<file path="config.mk">
export PLATFORM = sky130hd
export DESIGN_NAME = bp_be_stride_prefetch_engine_flat
export DESIGN_NICKNAME = d
export VERILOG_FILES = /design/src/rtl/bp_be_stride_prefetch_engine_if.sv /design/src/rtl/bp_be_stride_prefetch_engine.sv /design/src/flat_wrapper.sv
export SDC_FILE = /design/constraint.sdc
export NUM_CORES = 2
export LEC_CHECK = 0
export ABC_AREA = 1
export BUFFER_PORTS_ARGS = -buffer_cell sky130_fd_sc_hd__buf_2
export CAP_MARGIN = 10
export CORE_ASPECT_RATIO = 1.75
export CORE_MARGIN = 2
export CORE_UTILIZATION = 45
export DETAILED_ROUTE_END_ITERATION = 10
export HOLD_SLACK_MARGIN = 0.05
export PLACE_DENSITY = 0.64
export SKIP_CTS_REPAIR_TIMING = 1
export SLEW_MARGIN = 20
export SYNTH_ARGS = -nofsm -noshare
export SYNTH_HDL_FRONTEND = slang
export SYNTH_SLANG_ARGS = --single-unit
</file>
<file path="constraint.sdc">
create_clock -name clk_i -period 23.8 [get_ports clk_i]
set_clock_uncertainty 0.1 [all_clocks]
set_input_delay 2.38 -clock clk_i [delete_from_list [all_inputs] [get_ports clk_i]]
set_output_delay 2.38 -clock clk_i [all_outputs]
set_load 0.02 [all_outputs]
</file>
<file path="src/rtl/bp_be_stride_prefetch_engine_if.sv">
`default_nettype none
// +------------------------------------------------------------------+
// | bp_be_stride_prefetch_engine_if: training and prefetch-issue bus  |
// | Rev 1.0                                                           |
// +------------------------------------------------------------------+
interface bp_be_stride_prefetch_engine_if #(
  parameter int VADDR_WIDTH  = 39,
  parameter int STRIDE_WIDTH = 12
);
  logic                    mem_v_i;
  logic [VADDR_WIDTH-1:0]  mem_pc_i;
  logic [VADDR_WIDTH-1:0]  mem_addr_i;
  logic                    pf_v_o;
  logic [VADDR_WIDTH-1:0]  pf_addr_o;
  logic [VADDR_WIDTH-1:0]  pf_pc_o;
  logic [STRIDE_WIDTH-1:0] pf_stride_o;
  logic                    pf_yumi_i;

  modport master (
    output mem_v_i, mem_pc_i, mem_addr_i, pf_yumi_i,
    input  pf_v_o, pf_addr_o, pf_pc_o, pf_stride_o
  );

  modport slave (
    input  mem_v_i, mem_pc_i, mem_addr_i, pf_yumi_i,
    output pf_v_o, pf_addr_o, pf_pc_o, pf_stride_o
  );
endinterface
`default_nettype wire

</file>
<file path="src/rtl/bp_be_stride_prefetch_engine.sv">
`default_nettype none
// +------------------------------------------------------------------+
// | bp_be_stride_prefetch_engine: multi-stream stride detector and    |
// | filtered prefetch burst issuer.                    Rev 1.0        |
// +------------------------------------------------------------------+
module bp_be_stride_prefetch_engine #(
  parameter int VADDR_WIDTH  = 39,
  parameter int STREAMS      = 8,
  parameter int STRIDE_WIDTH = 12,
  parameter int CONF_WIDTH   = 2,
  parameter int CONF_THRESH  = 2,
  parameter int DISTANCE     = 1,
  parameter int DEGREE       = 4,
  parameter int FILTER_ELS   = 4
) (
  input  wire logic                    clk_i,
  input  wire logic                    reset_i,
  input  wire logic                    flush_i,
  bp_be_stride_prefetch_engine_if.slave bus,
  output      logic                    busy_o,
  output      logic                    trigger_drop_o
);

  localparam int IDX_W = (STREAMS > 1) ? $clog2(STREAMS) : 1;
  localparam int K_W   = $clog2(DISTANCE + DEGREE) + 1;

  localparam logic [K_W-1:0]        C_K_FIRST     = K_W'(DISTANCE);
  localparam logic [K_W-1:0]        C_K_LAST      = K_W'(DISTANCE + DEGREE - 1);
  localparam logic [CONF_WIDTH-1:0] C_CONF_MAX    = '1;
  localparam logic [CONF_WIDTH-1:0] C_CONF_THRESH = CONF_WIDTH'(CONF_THRESH);
  localparam logic [IDX_W-1:0]      C_IDX_LAST    = IDX_W'(STREAMS - 1);

  localparam logic [0:0] E_IDLE  = 1'b0;
  localparam logic [0:0] E_ISSUE = 1'b1;

  logic [STREAMS-1:0]      r_valid;
  logic [VADDR_WIDTH-1:0]  r_tag    [STREAMS];
  logic [VADDR_WIDTH-1:0]  r_last   [STREAMS];
  logic [STRIDE_WIDTH-1:0] r_stride [STREAMS];
  logic [CONF_WIDTH-1:0]   r_conf   [STREAMS];
  logic [IDX_W-1:0]        r_victim;

  logic [0:0]              r_state;
  logic [VADDR_WIDTH-1:0]  r_base;
  logic [VADDR_WIDTH-1:0]  r_pc;
  logic [STRIDE_WIDTH-1:0] r_strd;
  logic [K_W-1:0]          r_k;
  logic [VADDR_WIDTH-1:0]  r_filt   [FILTER_ELS];
  logic [FILTER_ELS-1:0]   r_filt_v;
  logic                    r_drop;

  logic                    w_train;
  logic                    w_hit;
  logic [IDX_W-1:0]        w_hit_idx;
  logic                    w_free;
  logic [IDX_W-1:0]        w_free_idx;
  logic [IDX_W-1:0]        w_alloc_idx;
  logic [VADDR_WIDTH-1:0]  w_delta_full;
  logic [STRIDE_WIDTH-1:0] w_delta;
  logic                    w_fits;
  logic [STRIDE_WIDTH-1:0] w_old_stride;
  logic [CONF_WIDTH-1:0]   w_old_conf;
  logic                    w_match;
  logic [CONF_WIDTH-1:0]   w_new_conf;
  logic [STRIDE_WIDTH-1:0] w_new_stride;
  logic                    w_trigger;
  logic [VADDR_WIDTH-1:0]  w_stride_sext;
  logic [VADDR_WIDTH-1:0]  w_target;
  logic                    w_filt_hit;
  logic                    w_issuing;
  logic                    w_pf_v;
  logic                    w_advance;
  logic                    w_done;
  logic                    w_accept;

  assign w_train = bus.mem_v_i && !flush_i;

  always_comb begin
    w_hit      = 1'b0;
    w_hit_idx  = '0;
    w_free     = 1'b0;
    w_free_idx = '0;
    for (int i = 0; i < STREAMS; i++) begin
      if (r_valid[i] && (r_tag[i] == bus.mem_pc_i)) begin
        w_hit     = 1'b1;
        w_hit_idx = IDX_W'(i);
      end
    end
    for (int i = STREAMS - 1; i >= 0; i--) begin
      if (!r_valid[i]) begin
        w_free     = 1'b1;
        w_free_idx = IDX_W'(i);
      end
    end
  end

  assign w_alloc_idx  = w_free ? w_free_idx : r_victim;
  assign w_old_stride = r_stride[w_hit_idx];
  assign w_old_conf   = r_conf[w_hit_idx];
  assign w_delta_full = bus.mem_addr_i - r_last[w_hit_idx];
  assign w_delta      = w_delta_full[STRIDE_WIDTH-1:0];
  // A delta that would not survive truncation must never look like a match.
  assign w_fits       = (w_delta_full[VADDR_WIDTH-1:STRIDE_WIDTH-1] == '0) ||
                        (w_delta_full[VADDR_WIDTH-1:STRIDE_WIDTH-1] == '1);
  assign w_match      = w_fits && (w_delta == w_old_stride);

  always_comb begin
    w_new_stride = w_old_stride;
    if (w_match) begin
      w_new_conf = (w_old_conf == C_CONF_MAX) ? w_old_conf : w_old_conf + 1'b1;
    end else if (w_old_conf == '0) begin
      w_new_conf   = '0;
      w_new_stride = w_delta;
    end else begin
      w_new_conf = w_old_conf - 1'b1;
    end
  end

  assign w_trigger = w_train && w_hit && w_match && (w_old_stride != '0) &&
                     (w_new_conf >= C_CONF_THRESH);

  assign w_stride_sext = {{(VADDR_WIDTH - STRIDE_WIDTH){r_strd[STRIDE_WIDTH-1]}}, r_strd};
  assign w_target      = r_base + VADDR_WIDTH'(r_k) * w_stride_sext;

  always_comb begin
    w_filt_hit = 1'b0;
    for (int i = 0; i < FILTER_ELS; i++) begin
      if (r_filt_v[i] && (r_filt[i] == w_target)) w_filt_hit = 1'b1;
    end
  end

  assign w_issuing = (r_state == E_ISSUE);
  assign w_pf_v    = w_issuing && !w_filt_hit;
  assign w_advance = w_issuing && (w_filt_hit || bus.pf_yumi_i);
  assign w_done    = w_advance && (r_k == C_K_LAST);
  assign w_accept  = w_trigger && (!w_issuing || w_done);

  assign bus.pf_v_o      = w_pf_v;
  assign bus.pf_addr_o   = w_pf_v ? w_target : '0;
  assign bus.pf_pc_o     = w_pf_v ? r_pc : '0;
  assign bus.pf_stride_o = w_pf_v ? r_strd : '0;
  assign busy_o          = w_issuing;
  assign trigger_drop_o  = r_drop;

  always_ff @(posedge clk_i) begin
    if (reset_i || flush_i) begin
      r_valid  <= '0;
      r_victim <= '0;
    end else if (bus.mem_v_i) begin
      if (w_hit) begin
        r_last[w_hit_idx]   <= bus.mem_addr_i;
        r_stride[w_hit_idx] <= w_new_stride;
        r_conf[w_hit_idx]   <= w_new_conf;
      end else begin
        r_valid[w_alloc_idx]  <= 1'b1;
        r_tag[w_alloc_idx]    <= bus.mem_pc_i;
        r_last[w_alloc_idx]   <= bus.mem_addr_i;
        r_stride[w_alloc_idx] <= '0;
        r_conf[w_alloc_idx]   <= '0;
        if (!w_free) r_victim <= (r_victim == C_IDX_LAST) ? '0 : r_victim + 1'b1;
      end
    end
  end

  always_ff @(posedge clk_i) begin
    if (reset_i || flush_i) begin
      r_state  <= E_IDLE;
      r_base   <= '0;
      r_pc     <= '0;
      r_strd   <= '0;
      r_k      <= '0;
      r_filt_v <= '0;
      r_drop   <= 1'b0;
    end else begin
      r_drop <= w_trigger && !w_accept;
      if (w_pf_v && bus.pf_yumi_i) begin
        r_filt[0]   <= w_target;
        r_filt_v[0] <= 1'b1;
        for (int i = 1; i < FILTER_ELS; i++) begin
          r_filt[i]   <= r_filt[i-1];
          r_filt_v[i] <= r_filt_v[i-1];
        end
      end
      if (w_accept) begin
        r_state <= E_ISSUE;
        r_base  <= bus.mem_addr_i;
        r_pc    <= bus.mem_pc_i;
        r_strd  <= w_old_stride;
        r_k     <= C_K_FIRST;
      end else if (w_done) begin
        r_state <= E_IDLE;
      end else if (w_advance) begin
        r_k <= r_k + 1'b1;
      end
    end
  end

endmodule
`default_nettype wire

</file>
<file path="src/flat_wrapper.sv">
// flat-port wrapper written by rule: the top's interface ports become plain ports
module bp_be_stride_prefetch_engine_flat 
#(
  parameter int VADDR_WIDTH  = 39,
  parameter int STREAMS      = 8,
  parameter int STRIDE_WIDTH = 12,
  parameter int CONF_WIDTH   = 2,
  parameter int CONF_THRESH  = 2,
  parameter int DISTANCE     = 1,
  parameter int DEGREE       = 4,
  parameter int FILTER_ELS   = 4
)
  (clk_i, reset_i, flush_i, busy_o, trigger_drop_o, bus_mem_v_i, bus_mem_pc_i, bus_mem_addr_i, bus_pf_yumi_i, bus_pf_v_o, bus_pf_addr_o, bus_pf_pc_o, bus_pf_stride_o);
  bp_be_stride_prefetch_engine_if #(.VADDR_WIDTH(VADDR_WIDTH), .STRIDE_WIDTH(STRIDE_WIDTH)) bus_i ();
  input  wire logic clk_i;
  input  wire logic reset_i;
  input  wire logic flush_i;
  output      logic busy_o;
  output      logic trigger_drop_o;
  input wire logic [$bits(bus_i.mem_v_i)-1:0] bus_mem_v_i;
  input wire logic [$bits(bus_i.mem_pc_i)-1:0] bus_mem_pc_i;
  input wire logic [$bits(bus_i.mem_addr_i)-1:0] bus_mem_addr_i;
  input wire logic [$bits(bus_i.pf_yumi_i)-1:0] bus_pf_yumi_i;
  output wire logic [$bits(bus_i.pf_v_o)-1:0] bus_pf_v_o;
  output wire logic [$bits(bus_i.pf_addr_o)-1:0] bus_pf_addr_o;
  output wire logic [$bits(bus_i.pf_pc_o)-1:0] bus_pf_pc_o;
  output wire logic [$bits(bus_i.pf_stride_o)-1:0] bus_pf_stride_o;
  assign bus_i.mem_v_i = bus_mem_v_i;
  assign bus_i.mem_pc_i = bus_mem_pc_i;
  assign bus_i.mem_addr_i = bus_mem_addr_i;
  assign bus_i.pf_yumi_i = bus_pf_yumi_i;
  assign bus_pf_v_o = bus_i.pf_v_o;
  assign bus_pf_addr_o = bus_i.pf_addr_o;
  assign bus_pf_pc_o = bus_i.pf_pc_o;
  assign bus_pf_stride_o = bus_i.pf_stride_o;
  bp_be_stride_prefetch_engine #(.VADDR_WIDTH(VADDR_WIDTH), .STREAMS(STREAMS), .STRIDE_WIDTH(STRIDE_WIDTH), .CONF_WIDTH(CONF_WIDTH), .CONF_THRESH(CONF_THRESH), .DISTANCE(DISTANCE), .DEGREE(DEGREE), .FILTER_ELS(FILTER_ELS)) u_core (.clk_i(clk_i), .reset_i(reset_i), .flush_i(flush_i), .bus(bus_i), .busy_o(busy_o), .trigger_drop_o(trigger_drop_o));
endmodule
</file>
==> results.toml <==
[status]
outcome = "finished, final reports clean"

[min_path]
holdCritPathClass = "flip-flop to flip-flop"
hold_depth = 0
min-delay-start = "u_core.r_filt[2][31]"
min_delay_worst_endpoint = "u_core.r_filt[3][31]"

[sta]
hold_violations = 0
fmax_mhz = 80.32
rsz0062_at_grt = "no"
setup_viol = 0
fin_tns_setup_ps = 0
slew_violations = 0
tightest_slew_ps = 1246
relSlewSlack_pct = 16.27
finalCritPeriodShare_pct = 52.31
fin_crit_ps = 12450

[worst_setup_path]
crit_cells = 48
critical_path_arrival_ps = 9970
rr_endpoint = "u_core.r_stride[0][6]"
r2r_setup_slack_ps = 13300
critPathKind = "flip-flop to primary output"
cp-start-kind = "flip-flop"
max_stage_delay_ps = 710
path_buf_inv = 8
endpoint_kind = "primary output"
critPathTopFamily = "simple AND/OR/NAND/NOR gates"
crit_required_ps = 21320
rr_startpoint = "u_core.r_tag[4][36]"
crit_path_top_delay_cell = "dfxtp_1"
crit_fanout = 53
rr_worst_depth = 32
crit_path_frequent_cell = "nand2_1"

[clocking]
tritoncts = "done"
cts_root_buf = "clkbuf_16"
cts.sinks = 1003
clk-insertion-delay-late_ps = 750
cts_made_buffers = 95
h-tree-depth = 3
clk_transition_reported_paths_ps = 70
ctsLongestPathBuffers = 3

[synthesis]
synthTopCellsByCount = "nand2_1 (1,574), edfxtp_1 (892), nor2_1 (864), inv_1 (792), nand3_1 (305)"
synthCells = 6048
synth_ff_type = "edfxtp_1"
synth_xor_area_share_pct = 2.943
ys_seq_elements = 1003
yosys.area.top_type = "edfxtp_1"
synthTopCellsByArea = "edfxtp_1 (50%), nand2_1 (11%), nor2_1 (6.1%)"
async_flop_share_pct = 0
syn-num-nets = 6272
synth_top_family_by_area = "simple AND/OR/NAND/NOR gates"
synth_cell_types = 57
syn-cell-area_sq_um = 53060
synthSimpleGateAreaFrac_pct = 24.77
avgSynthCellArea_sq_um = 8.773
muxShareOfSynthArea_pct = 0
netlist.area_leader.share_pct = 50.48
ys_seq_area_share_pct = 54.67
synth_compound_area_share_pct = 6.532
yosysMostFrequentCell = "nand2_1"
ys_warn_count = 0
synthAdderAreaFrac_pct = 3.707
synth-edff-count = 892

[grt]
antenna_found_initial = 26
grt_use_total_pct = 37.58
overflow = 0
grt_max_degree = 157
grt_pass1_vias = 42508
grt_pass1_wl_microns = 312900

[detailed_routing]
vias = 43192
wire_per_inst_microns = 29.12
vias_per_cell = 5.530
ant_nets = 0
first_pass_iters = 7
wirelength_microns = 227400
drc_errors = 0
first_iter_violations = 4018

[placement]
placed_area_sq_um = 55650
hpwl_microns = 169800
portBuffers = 175
gp_congestion = 1.077

[floorplan]
die_h_microns = 458.2
die_area_sq_um = 120800
die_x_microns = 263.6
core_area_sq_um = 116900
start_util_pct = 45.37
num_rows = 166
io_pins = 176

[cells_and_area]
multi_input_area_sq_um = 20350
area_growth_pct = 10.84
regArea_sq_um = 29010
layout-drive-gt1-share_pct = 8.434
fill_cells = 11097
stdcell_area_sq_um = 58810
nNetsFinal = 6428

[power_and_ir_drop]
ir_drop_v = 0.00006506
total_power_w = 0.003736
powerDensity_nw_per_um2 = 63.53
leakage_nw = 25.06

[run]
max_cap_viol_count = 0
cell families (layout without fill, tap and decap cells):
group,Yosys count,count (layout)
other,0,14
adder cells (fa/ha/maj),141,141
XOR/XNOR,172,172
AO/OA/AOI/OAI,604,604
buffers and inverters,995,1231
AND/OR/NAND/NOR,3133,3133
flip-flops,1003,1003
power breakdown:
group / total [W] / switching [W] / internal, W
registers: 0.00192 / 0.00000278 / 0.00192
clock network: 0.00157 / 0.000722 / 0.000851
logic: 0.000244 / 0.000191 / 0.0000536
total: 0.00374 / 0.000915 / 0.00282
cell type report:
class,instances,share of cell area [%]
sequential,1003,49.33
multi-input combinational,4050,34.60
inverter,819,5.228
clock buffer,112,4.223
tap,1512,3.217
timing repair buffer,235,2.277
clock inverter,65,1.070
antenna,14,0.05957
how the worst max path moves through the flow:
stage | startpoint | end | slack, ps
floorplan | u_core.r_k[2] | u_core.r_filt[0][0] | 10360
global placement | bus_mem_pc_i[23] | u_core.r_stride[0][5] | 11050
detailed placement | bus_mem_pc_i[23] | u_core.r_stride[1][4] | 10950
CTS | u_core.r_k[2] | bus_pf_addr_o[1] | 11360
global route | bus_mem_pc_i[3] | u_core.r_stride[4][10] | 10380
finish | u_core.r_k[2] | bus_pf_addr_o[1] | 11350
metal layers:
| metal | up-vias | track usage [%] | routed length (microns) |
|---|---|---|---|
| li1 | 20266 | - | - |
| met1 | 20608 | 32.12 | 66990 |
| met2 | 1596 | 68.06 | 118400 |
| met3 | 702 | 6.964 | 10930 |
| met4 | 20 | 43.55 | 31020 |
| met5 | - | 0 | 119 |
cell usage in the layout (no fill, tap or decap), types with 5 or more instances in the layout:
cell and count:
nor3_1 64, o2111ai_1 10, or2_2 89, xor2_1 91, nor2_4 20, a21boi_0 7
o21ai_0 287, nand4_1 130, o211ai_1 18, clkinv_2 23, clkbuf_1 15, inv_2 24
nor4_1 23, a211oi_1 5, a21oi_1 131, clkbuf_16 97, o221ai_1 37, dfxtp_1 111
a21o_1 8, o21bai_1 11, nor2_1 845, nand3_1 305, nand2_1 1573, o21ai_1 8
buf_4 59, buf_2 175, nand3b_1 59, xnor2_1 75, inv_1 792, ha_1 114
clkinv_1 19, diode_2 14, o22ai_1 55, edfxtp_1 892, clkinvlp_4 6, a31oi_1 12
bufinv_16 9, fa_1 27
stage by stage:
step | worst slack (ps) | utilization (%) | hold WS, ps | instances
finish | 11350 | 50.29 | 353.2 | 7810
global route | 10380 | 50.27 | 359.9 | 7799
CTS | 11360 | 50.25 | 350.7 | 7796
detailed placement | 10950 | 47.59 | 334.7 | 7619
global placement | 11050 | 47.59 | 332.3 | 7619
floorplan | 10360 | - | 326.4 | 6048
state kept, by name, summed over array words and instances, names as in the netlist, 4 cells and up:
register	cells
u_core.r_pc	39
u_core.r_base	39
u_core.r_k	4
u_core.r_conf	16
u_core.r_stride	96
u_core.r_valid	8
u_core.r_filt_v	4
u_core.r_filt	156
u_core.r_strd	12
u_core.r_last	312
u_core.r_tag	312
Power figures use the tool's default switching activity.
